### config.mk
export PLATFORM = sky130hd
export DESIGN_NAME = pcm_fetch
export DESIGN_NICKNAME = d
export VERILOG_FILES = /design/src/rtl/pcm_fetch.sv
export SDC_FILE = /design/constraint.sdc
export NUM_CORES = 1
export LEC_CHECK = 0
export ABC_AREA = 0
export BUFFER_PORTS_ARGS = -buffer_cell sky130_fd_sc_hd__buf_2
export CAP_MARGIN = 20
export CORE_MARGIN = 2
export CORE_UTILIZATION = 30
export CTS_BUF_LIST = sky130_fd_sc_hd__clkbuf_2
export DETAILED_ROUTE_END_ITERATION = 10
export MAX_ROUTING_LAYER = met4
export PLACE_DENSITY_LB_ADDON = 0.08
export SETUP_SLACK_MARGIN = 0.4
export SYNTH_ARGS = -nofsm -noshare
export SYNTH_HDL_FRONTEND = slang
export SYNTH_SLANG_ARGS = --single-unit
### constraint.sdc
create_clock -name CLK -period 8.6 [get_ports CLK]
set_input_delay 1.72 -clock CLK [delete_from_list [all_inputs] [get_ports CLK]]
set_output_delay 1.72 -clock CLK [all_outputs]
set_load 0.05 [all_outputs]
### src/rtl/pcm_fetch.sv
// PCM sample fetcher: round-robin ROM reads for NCH channels, each with a
// 16.8 fixed-point position, step, end marker and optional loop point.
module pcm_fetch #(
   parameter int NCH      = 8,
   parameter int ROM_WAIT = 1
) (
   input  logic                   CLK,
   input  logic                   RESET,
   input  logic                   CPU_WE,
   input  logic [$clog2(NCH)+2:0] CPU_ADDR,
   input  logic [7:0]             CPU_DIN,
   output logic [15:0]            ROM_ADDR,
   output logic                   ROM_nOE,
   input  logic [7:0]             ROM_DATA,
   output logic [7:0]             SAMPLE,
   output logic [$clog2(NCH)-1:0] SAMPLE_CH,
   output logic                   SAMPLE_VALID
);
   localparam int         CHW       = $clog2(NCH);
   localparam logic [1:0] WAIT_LAST = 2'(ROM_WAIT - 1);

   typedef enum logic [1:0] {S_ADDR, S_READ, S_LATCH, S_UPDATE} state_t;
   state_t r_state, w_state_nxt;

   logic [CHW-1:0] r_ch;
   logic [1:0]     r_wait;
   logic           r_slot_en;
   logic [15:0]    r_addr_hold;

   logic [7:0]  r_start_lo [NCH];
   logic [7:0]  r_start_hi [NCH];
   logic [7:0]  r_loop_lo  [NCH];
   logic [7:0]  r_loop_hi  [NCH];
   logic [7:0]  r_end_hi   [NCH];
   logic [7:0]  r_step     [NCH];
   logic [1:0]  r_ctrl     [NCH];
   logic [23:0] r_pos      [NCH];

   logic [CHW-1:0] w_wr_ch;
   logic [2:0]     w_wr_reg;
   logic           w_ctrl_wr;
   logic [23:0]    w_pos_cur;
   logic [23:0]    w_pos_inc;
   logic           w_end_hit;
   logic           w_advance;

   assign w_wr_ch   = CPU_ADDR[CHW+2:3];
   assign w_wr_reg  = CPU_ADDR[2:0];
   assign w_ctrl_wr = CPU_WE && (w_wr_reg == 3'd6);
   assign w_pos_cur = r_pos[r_ch];
   assign w_pos_inc = w_pos_cur + {12'b0, r_step[r_ch], 4'b0};
   assign w_end_hit = (w_pos_inc[23:16] == r_end_hi[r_ch]);
   // Enable is snapshotted at S_ADDR; a CPU disable mid-slot also blocks the advance.
   assign w_advance = (r_state == S_UPDATE) && r_slot_en && r_ctrl[r_ch][0];

   always_ff @(posedge CLK) begin
      if (RESET) begin
         for (int i = 0; i < NCH; i++) begin
            r_start_lo[i] <= '0;
            r_start_hi[i] <= '0;
            r_loop_lo[i]  <= '0;
            r_loop_hi[i]  <= '0;
            r_end_hi[i]   <= '0;
            r_step[i]     <= '0;
            r_ctrl[i]     <= '0;
            r_pos[i]      <= '0;
         end
      end else begin
         for (int i = 0; i < NCH; i++) begin
            if (CPU_WE && w_wr_ch == CHW'(i)) begin
               case (w_wr_reg)
                  3'd0: r_start_lo[i] <= CPU_DIN;
                  3'd1: r_start_hi[i] <= CPU_DIN;
                  3'd2: r_loop_lo[i]  <= CPU_DIN;
                  3'd3: r_loop_hi[i]  <= CPU_DIN;
                  3'd4: r_end_hi[i]   <= CPU_DIN;
                  3'd5: r_step[i]     <= CPU_DIN;
                  3'd6: begin
                     r_ctrl[i] <= CPU_DIN[1:0];
                     if (!r_ctrl[i][0] && CPU_DIN[0])
                        r_pos[i] <= {r_start_hi[i], r_start_lo[i], 8'h00};
                  end
                  default: ;
               endcase
            end
            // A CTRL write landing on this channel's update cycle overrides the sequencer.
            if (w_advance && r_ch == CHW'(i) && !(w_ctrl_wr && w_wr_ch == CHW'(i))) begin
               if (w_end_hit) begin
                  if (r_ctrl[i][1])
                     r_pos[i] <= {r_loop_hi[i], r_loop_lo[i], 8'h00};
                  else
                     r_ctrl[i][0] <= 1'b0;
               end else begin
                  r_pos[i] <= w_pos_inc;
               end
            end
         end
      end
   end

   always_ff @(posedge CLK) begin
      if (RESET)
         r_state <= S_ADDR;
      else
         r_state <= w_state_nxt;
   end

   always_comb begin
      w_state_nxt = r_state;
      ROM_nOE     = 1'b1;
      ROM_ADDR    = r_addr_hold;
      case (r_state)
         S_ADDR: begin
            ROM_ADDR    = w_pos_cur[23:8];
            w_state_nxt = S_READ;
         end
         S_READ: begin
            ROM_nOE = !r_slot_en;
            if (r_wait == WAIT_LAST)
               w_state_nxt = S_LATCH;
         end
         S_LATCH: begin
            ROM_nOE     = !r_slot_en;
            w_state_nxt = S_UPDATE;
         end
         default: w_state_nxt = S_ADDR;
      endcase
   end

   always_ff @(posedge CLK) begin
      if (RESET) begin
         r_ch         <= '0;
         r_wait       <= '0;
         r_slot_en    <= 1'b0;
         r_addr_hold  <= '0;
         SAMPLE       <= '0;
         SAMPLE_CH    <= '0;
         SAMPLE_VALID <= 1'b0;
      end else begin
         SAMPLE_VALID <= 1'b0;
         case (r_state)
            S_ADDR: begin
               r_addr_hold <= w_pos_cur[23:8];
               r_slot_en   <= r_ctrl[r_ch][0];
               r_wait      <= '0;
            end
            S_READ: r_wait <= r_wait + 2'd1;
            S_LATCH: begin
               if (r_slot_en) begin
                  SAMPLE       <= ROM_DATA;
                  SAMPLE_CH    <= r_ch;
                  SAMPLE_VALID <= 1'b1;
               end
            end
            default: r_ch <= r_ch + CHW'(1);
         endcase
      end
   end
endmodule

==> results of run 1 <==
worst paths after layout:
check                                            start                         end  slack (ps)  depth (start not counted)
worst max-delay path                         flip-flop  r_pos[7][11]$_SDFFCE_PP0P_        1930                         14
worst min-delay path            SAMPLE[5]$_SDFFE_PP0P_      SAMPLE[5]$_SDFFE_PP0P_         460                          2
worst max register to register               flip-flop  r_pos[7][11]$_SDFFCE_PP0P_        1930                         14
worst min register to register  SAMPLE[5]$_SDFFE_PP0P_      SAMPLE[5]$_SDFFE_PP0P_         460                          2
flip-flops by register name (all words and copies together), names as in the netlist, 3 cells and up, named ones only:
register     flops
SAMPLE           8
r_step          64
r_ch             3
r_start_lo      64
r_start_hi      64
r_end_hi        64
r_addr_hold     16
r_pos          160
r_loop_hi       64
SAMPLE_CH        3
r_loop_lo       64
r_ctrl          16
cell usage after synthesis, drive strengths merged, types with 4 or more instances:
library cell  number
a2111oi           20
a211oi            22
a21o               4
a21oi             52
a221o             97
a31oi              7
and2             114
and3               8
and3b              7
buf               58
clkbuf            83
dfxtp             39
edfxtp           560
ha                20
inv               42
mux2              15
mux2i             26
mux4              74
nand2             89
nand2b            50
nand3             14
nand3b            11
nor2             425
nor2b             20
nor3              43
nor3b              7
nor4              12
o2111a            13
o21a               4
o21ai             19
o21bai            12
o31ai              5
o41ai             18
or3                7
or4               13
xnor2             12
xor2               9
power by group:
| part | internal, mW | switching (mW) |
|---|---|---|
| combinational | 0.489 | 1.25 |
| clock | 0.872 | 1.28 |
| sequential | 3.39 | 0.121 |
routing by layer:
layer  vias up  GRT usage, %  part of all wire, %
met5         -             -                    0
met4         0          5.89                  2.2
met3       136          4.11                  6.1
met2       712          32.4                   46
met1      9520          29.0                   46
li1       8131             -                    -
stage by stage:
step           cell area (um^2)  hold WS [ps]  cells  worst slack (ps)
6_report                  30900           460   3521              1930
5_1_grt                   30900           488   3520              1430
4_1_cts                   30800           385   3511              1850
3_5_place_dp              29200           452   3209              1930
3_3_place_gp              29100           444   3202              1960
2_1_floorplan             27500           476   2055               943
cells in the final DEF (no fill, tap or decap), types with 8 or more instances in the layout:
master / instances
edfxtp_1: 560
nor2_1: 421
clkbuf_2: 251
and2_1: 114
a221o_1: 97
nand2_1: 89
mux4_2: 70
buf_2: 52
buf_4: 49
a21oi_1: 47
inv_1: 42
nand2b_1: 42
dfxtp_1: 36
nor3_1: 34
clkinv_1: 32
a211oi_1: 20
nor2b_1: 20
ha_1: 20
mux2i_1: 18
o41ai_1: 18
o21ai_0: 16
mux2_2: 15
a2111oi_0: 14
nand3_1: 13
or4_1: 13
o2111a_1: 13
o21bai_1: 12
nand3b_1: 10
xnor2_2: 9
nor3_2: 9
nand2b_2: 8
clkinv_2: 8
buf_6: 8
tightest hold or removal path, delay by kind of cell, from the launching register on:
family | cells | cell delay [ps]
simple gates | 1 | 50
compound gates | 1 | 50
flops | 1 | 310
final cells by class:
type,count,area [um^2]
Antenna cell,2,5.00
Clock buffer,251,1260
Clock inverter,51,308
Fill cell,9054,60300
Inverter,42,158
Multi-Input combinational cell,1273,9250
Sequential cell,599,17600
Tap cell,1186,1480
Timing Repair Buffer,117,868
cell families after synthesis:
family | synth area share [%]
AO/OA/AOI/OAI | 8.64
XOR/XNOR | 0.778
adder cells (fa/ha/maj) | 0.983
buffers and inverters | 3.01
flip-flops | 64.0
multiplexers | 7.88
AND/OR/NAND/NOR | 14.7
==> key figures, run 1 <==
Outcome
  • Outcome: finished, final reports clean

Clock tree
  • Post-CTS Resized: 0
  • Total CTS buffers: about 170
  • Setup Buffers After CTS: 0
  • TritonCTS clock tree: built
  • Max Root-Sink Buffers: 3
  • CTS Hold Buffers Added: 0
  • Clk Latency, worst-skew pair: 1390 ps
  • CTS root buf: clkbuf_2
  • H-tree Lvls: 4
  • CTS sink cnt: approximately 600
  • Clock-pin slew on the worst setup and hold paths: around 90 ps

Global routing
  • First-pass GRT wire length: between 100 and 150 mm
  • GRT Total Usage: between 20% and 30%
  • Largest net degree at the start of global routing: 55
  • Vias in the first global route: between 15000 and 20000
  • Global route overflow: 0
  • Initial antenna violation count: 3

Finish
  • Layout Nets: between 2000 and 2500
  • Share of post-route cells with drive strength above 1: a little under a quarter
  • Area Overhead vs Synth: 12.5%
  • Final core utilization: 33.9%

STA
  • Count of final max-slew check failures: 0
  • Setup_tns: 0 ps
  • Worst slew margin: about a fifth
  • Final Cycle Share: between 70% and 80%
  • Final clock skew: roughly 110 ps
  • Final Hold Fails: 0
  • Max Fclk: ~150 MHz
  • Worst-Margin Slew: 1210 ps
  • Final Setup Violations: 0
  • RSZ-0062 raised after global routing: no
  • Crit path time final: about 6700 ps

Synth
  • Synthesized area: 27500 um^2
  • EDFF count, synth: 560
  • Top-area cell type share of the netlist area: around 60%
  • Avg Inst Size Synth: between 10 and 15 um^2
  • Register area share after synthesis: 64.0%
  • Net Count, Synth: 2101
  • Yosys reg bits: about 600
  • Cells after synthesis: 2055
  • Post-synth top area cell: edfxtp_1
  • Async set or reset register ratio after synthesis: 0%
  • Synth area leaders: edfxtp_1 61%, nor2_1 5.8%, mux4_2 5.7%
  • Distinct cell type count after synthesis: 77
  • Yosys warnings: 0
  • Ys flop type: edfxtp_1

Routing
  • 1st-iter DRT viols: between 1500 and 2000
  • Routed Antenna Nets: 0
  • First-pass iteration count of the detailed router: 5
  • DR WL/cell: roughly 28 um
  • Drt via density: roughly 5.3
  • Final Routed Wirelength: about 97 mm
  • Via count: between 15000 and 20000
  • Post-route DRC violation count: 0

Setup path
  • Crit-path slowest cell: dfxtp_4
  • Critical path required time: roughly 9400 ps
  • Worst setup SP type: flip-flop
  • Worst setup EP type: flip-flop
  • Arrival @ worst endpoint: about 7500 ps
  • Cell family with most CP delay: compound AO/OA/AOI/OAI gates
  • CP most frequent cell: buf_4
  • Critical path peak fanout: 33
  • CP cell instances: buf_4 -> mux4_2 -> mux2_2 -> ha_1 -> a21oi_1 -> nor2b_1 -> a311o_1 -> a221oi_1 -> buf_4 -> nor3b_2 -> xor2_1 -> nand4_4 -> o31ai_2 -> nand2_1
  • CP Buf/Inv Count: 2
  • Crit-path max cell delay: between 700 and 800 ps
  • Critical path type: flip-flop to flip-flop

Floorplan
  • Chip width: 307 um
  • Row count: ~110
  • DIE HEIGHT: about 310 um
  • Top-Level Pins: between 50 and 60
  • DIE AREA: around 94000 um^2
  • Starting density of the core: around 30%
  • Core Region: roughly 91000 um^2

Min path
  • Worst Hold Class: flip-flop to flip-flop

Placed design
  • Routability Congestion: about 0.9
  • HPWL Detailed: 65.3 mm
  • I/O Buffers: 53

Pwr
  • Lkg Pwr: roughly 11 nW
  • PnR Total Power: roughly 7.4 mW
  • Peak supply drop: 0.121 mV
  • Power per cell area: 239 nW/um^2

Flow run
  • Max-cap violations: 0
(Power assumes the default switching activity.)
==> inputs of run 2 (changes only) <==
- clock period: 8.6 -> 6.2 ns (I/O delays scaled with it)
==> run 2 against run 1 <==
Via count grew 1.5%. Global-route usage up 0.79 points. Die area is the same. Clock power up 40%. Critical endpoint is now r_pos[6][14]$_SDFFCE_PP0P_. Final area increased by 1.2%. First-iteration DRC count is 3.0% higher. Worst hold slack worse by 150 ps. Critical path depth stayed put. Largest cell class unchanged. Setup slack lost 1200 ps.
==> key figures, run 2 (synthesis gave the netlist of run 1 again) <==
Outcome
  • Outcome: finished, final reports clean (unchanged)

Flow run
  • Max-cap violations: 0 (unchanged)

Pwr
  • Internal: 6.65 mW (was 4.75 mW)
  • Peak supply drop: 0.191 mV (was 0.121 mV)
  • Power per cell area: 333 nW/um^2 (was 239 nW/um^2)
  • Sequential Power Share: 46.8% (was 47.4%)
  • Logic pwr share: 24.3% (was 23.5%)
  • Switch Pwr: 3.76 mW (was 2.65 mW)
  • Lkg Pwr: 10.9 nW (was 10.7 nW)
  • Clock share of power: 28.9% (was 29.1%)
  • Switch share: 36.1% (was 35.9%)

Placed design
  • Placed cell count: 3250 (was 3209)
  • I/O Buffers: 53 (unchanged)
  • Place WS: 466 ps (was 1930 ps)
  • HPWL Detailed: 68.2 mm (was 65.3 mm)
  • Routability Congestion: 0.881 (was 0.897)

Finish
  • Share of post-route cells with drive strength above 1: 24.2% (was 23.4%)
  • Post-route insts no fill: 3561 (was 3521)
  • Commonest non-fill, non-tap cell in the layout: edfxtp_1 (unchanged)
  • Max reg flops: 160 (unchanged)
  • Commonest cells after routing, fill and taps aside: 560 x edfxtp_1, 421 x nor2_1, 240 x clkbuf_2 (was 560 x edfxtp_1, 421 x nor2_1, 251 x clkbuf_2)
  • Most flops, register: r_pos (unchanged)
  • Layout Nets: 2293 (was 2246)
  • Area Overhead vs Synth: 13.8% (was 12.5%)

Min path
  • Worst Hold Class: primary input to flip-flop (was flip-flop to flip-flop)
  • Worst Hold End: r_start_hi[0][7]$_SDFFCE_PN0P_ (was SAMPLE[5]$_SDFFE_PP0P_)
  • Hold depth: 3 (was 2)
  • Min-Delay Startpoint: CPU_DIN[7] (was SAMPLE[5]$_SDFFE_PP0P_)

Global routing
  • Global route overflow: 0 (unchanged)
  • First-pass GRT wire length: 142 mm (was 138 mm)
  • Initial antenna violation count: 6 (was 3)
  • Vias in the first global route: 18836 (was 18666)
  • GRT Total Usage: 22.1% (was 21.3%)
  • Largest net degree at the start of global routing: 55 (unchanged)

Routing
  • Via count: 18783 (was 18499)
  • 1st-iter DRT viols: 1757 (was 1705)
  • First-pass iteration count of the detailed router: 5 (unchanged)
  • Drt via density: 5.27 (was 5.25)
  • Routed Antenna Nets: 0 (unchanged)
  • Final Routed Wirelength: 100 mm (was 97.0 mm)
  • Post-route DRC violation count: 0 (unchanged)
  • DR WL/cell: 28.1 um (was 27.5 um)

Setup path
  • Arrival @ worst endpoint: 6610 ps (was 7510 ps)
  • Critical path type: flip-flop to flip-flop (unchanged)
  • Critical path peak fanout: 29 (was 33)
  • RR Endpoint: r_pos[6][14]$_SDFFCE_PP0P_ (was r_pos[7][11]$_SDFFCE_PP0P_)
  • Worst setup EP type: flip-flop (unchanged)
  • Register-to-register setup slack: 690 ps (was 1930 ps)
  • Worst setup SP type: flip-flop (unchanged)
  • Reg2reg path depth: 14 (unchanged)
  • Critical path required time: 7300 ps (was 9440 ps)

Clock tree
  • Clk Latency, worst-skew pair: 1440 ps (was 1390 ps)
  • H-tree Lvls: 4 (unchanged)
  • Total CTS buffers: 168 (was 167)
  • Clock-pin slew on the worst setup and hold paths: 100 ps (was 90 ps)
  • CTS sink cnt: 599 (unchanged)
  • CTS root buf: clkbuf_2 (unchanged)
  • Max Root-Sink Buffers: 3 (unchanged)
  • TritonCTS clock tree: built (unchanged)

STA
  • RSZ-0062 raised after global routing: no (unchanged)
  • Worst setup margin: 694 ps (was 1930 ps)
  • Setup_tns: 0 ps (unchanged)
  • Crit path time final: 5510 ps (was 6670 ps)
  • Worst slew margin: 25.3% (was 18.6%)
  • Final Hold Fails: 0 (unchanged)
  • Hold WS: 305 ps (was 460 ps)
  • Final Setup Violations: 0 (unchanged)
  • Count of final max-slew check failures: 0 (unchanged)
  • Max Fclk: 182 MHz (was 150 MHz)
  • Final clock skew: 103 ps (was 110 ps)
  • Final Cycle Share: 88.8% (was 77.5%)
  • Worst-Margin Slew: 1110 ps (was 1210 ps)

Floorplan
  • DIE HEIGHT: 307 um (unchanged)
  • Row count: 111 (unchanged)
  • Core Region: 91200 um^2 (unchanged)
  • Top-Level Pins: 54 (unchanged)
  • Starting density of the core: 30.1% (unchanged)
  • DIE AREA: 94100 um^2 (unchanged)
  • Chip width: 307 um (unchanged)
run 2: cell types whose count changed in the layout (fill, tap and decap cells not counted), moves of 4 or more:
cell,delta
buf_4,+41
buf_12,+4
xnor2_2,-8
clkbuf_2,-11
dlygate4sd3_1,+8
clkinv_1,+4
xnor2_1,+8
run 2: layout make-up:
class,count,area [um^2]
clock inverter,55,340
fill,9061,60000
sequential,599,17600
clock buffer,240,1200
antenna,3,7.51
tap,1186,1480
timing repair buffer,163,1210
multi-input combinational,1273,9280
inverter,42,158
run 2: worst max-delay path, stage by stage, from the launching register on:
cell and delay, ps:
dfxtp_4 520, buf_4 210, mux4_2 510, mux2_2 320, ha_1 230, fa_1 470
a21o_1 210, a21oi_2 270, o31ai_4 190, and4_1 300, a221oi_4 360, nand4_4 410
buf_12 320, or3_4 520, o2111a_1 330
run 2: what timing repair did:
action,CTS,global route
hold buffers,8,0
endpoints found under the hold margin,8,0
gates cloned,0,0
gates resized for setup,4,9
endpoints found under the setup margin,18,88
setup buffers,0,2
pin swaps,0,1
run 2: metrics by stage:
stage                     instance area, um^2  util [%]  total power, mW
after floorplan                         27600         -             6.41
after global placement                  29500      32.3             7.47
after detailed placement                29500      32.4             7.47
after CTS                               31200      34.2             10.5
after global routing                    31300      34.3             10.9
final                                   31300      34.3             10.4
run 2: how the worst max path moves through the flow:
stage	from	to	slack, ps	depth (start not counted)
2_1_floorplan	flip-flop	r_pos[6][10]$_SDFFCE_PP0P_	410	23
3_3_place_gp	flip-flop	r_pos[1][20]$_SDFFCE_PN0P_	510	15
3_5_place_dp	flip-flop	r_pos[0][14]$_SDFFCE_PN0P_	470	15
4_1_cts	flip-flop	ROM_ADDR[13]	470	6
5_1_grt	flip-flop	r_pos[7][20]$_SDFFCE_PP0P_	400	15
6_report	flip-flop	r_pos[6][14]$_SDFFCE_PP0P_	690	14
run 2: power by group through the flow:
stage | Sequential (mW) | Clock (mW) | Combinational [mW]
2_1_floorplan | 4.85 | 0 | 1.56
3_3_place_gp | 4.97 | 0 | 2.50
6_report | 4.87 | 3.01 | 2.53
5_1_grt | 4.90 | 3.31 | 2.68
4_1_cts | 4.88 | 3.12 | 2.53
3_5_place_dp | 4.96 | 0 | 2.51
run 2: layer usage:
layer	vias up	track usage, %	share of wire (%)
met1	9709	30.5	46
met5	-	-	0
met3	147	4.42	6.0
met4	0	6.79	2.4
met2	697	32.7	45
li1	8230	-	-
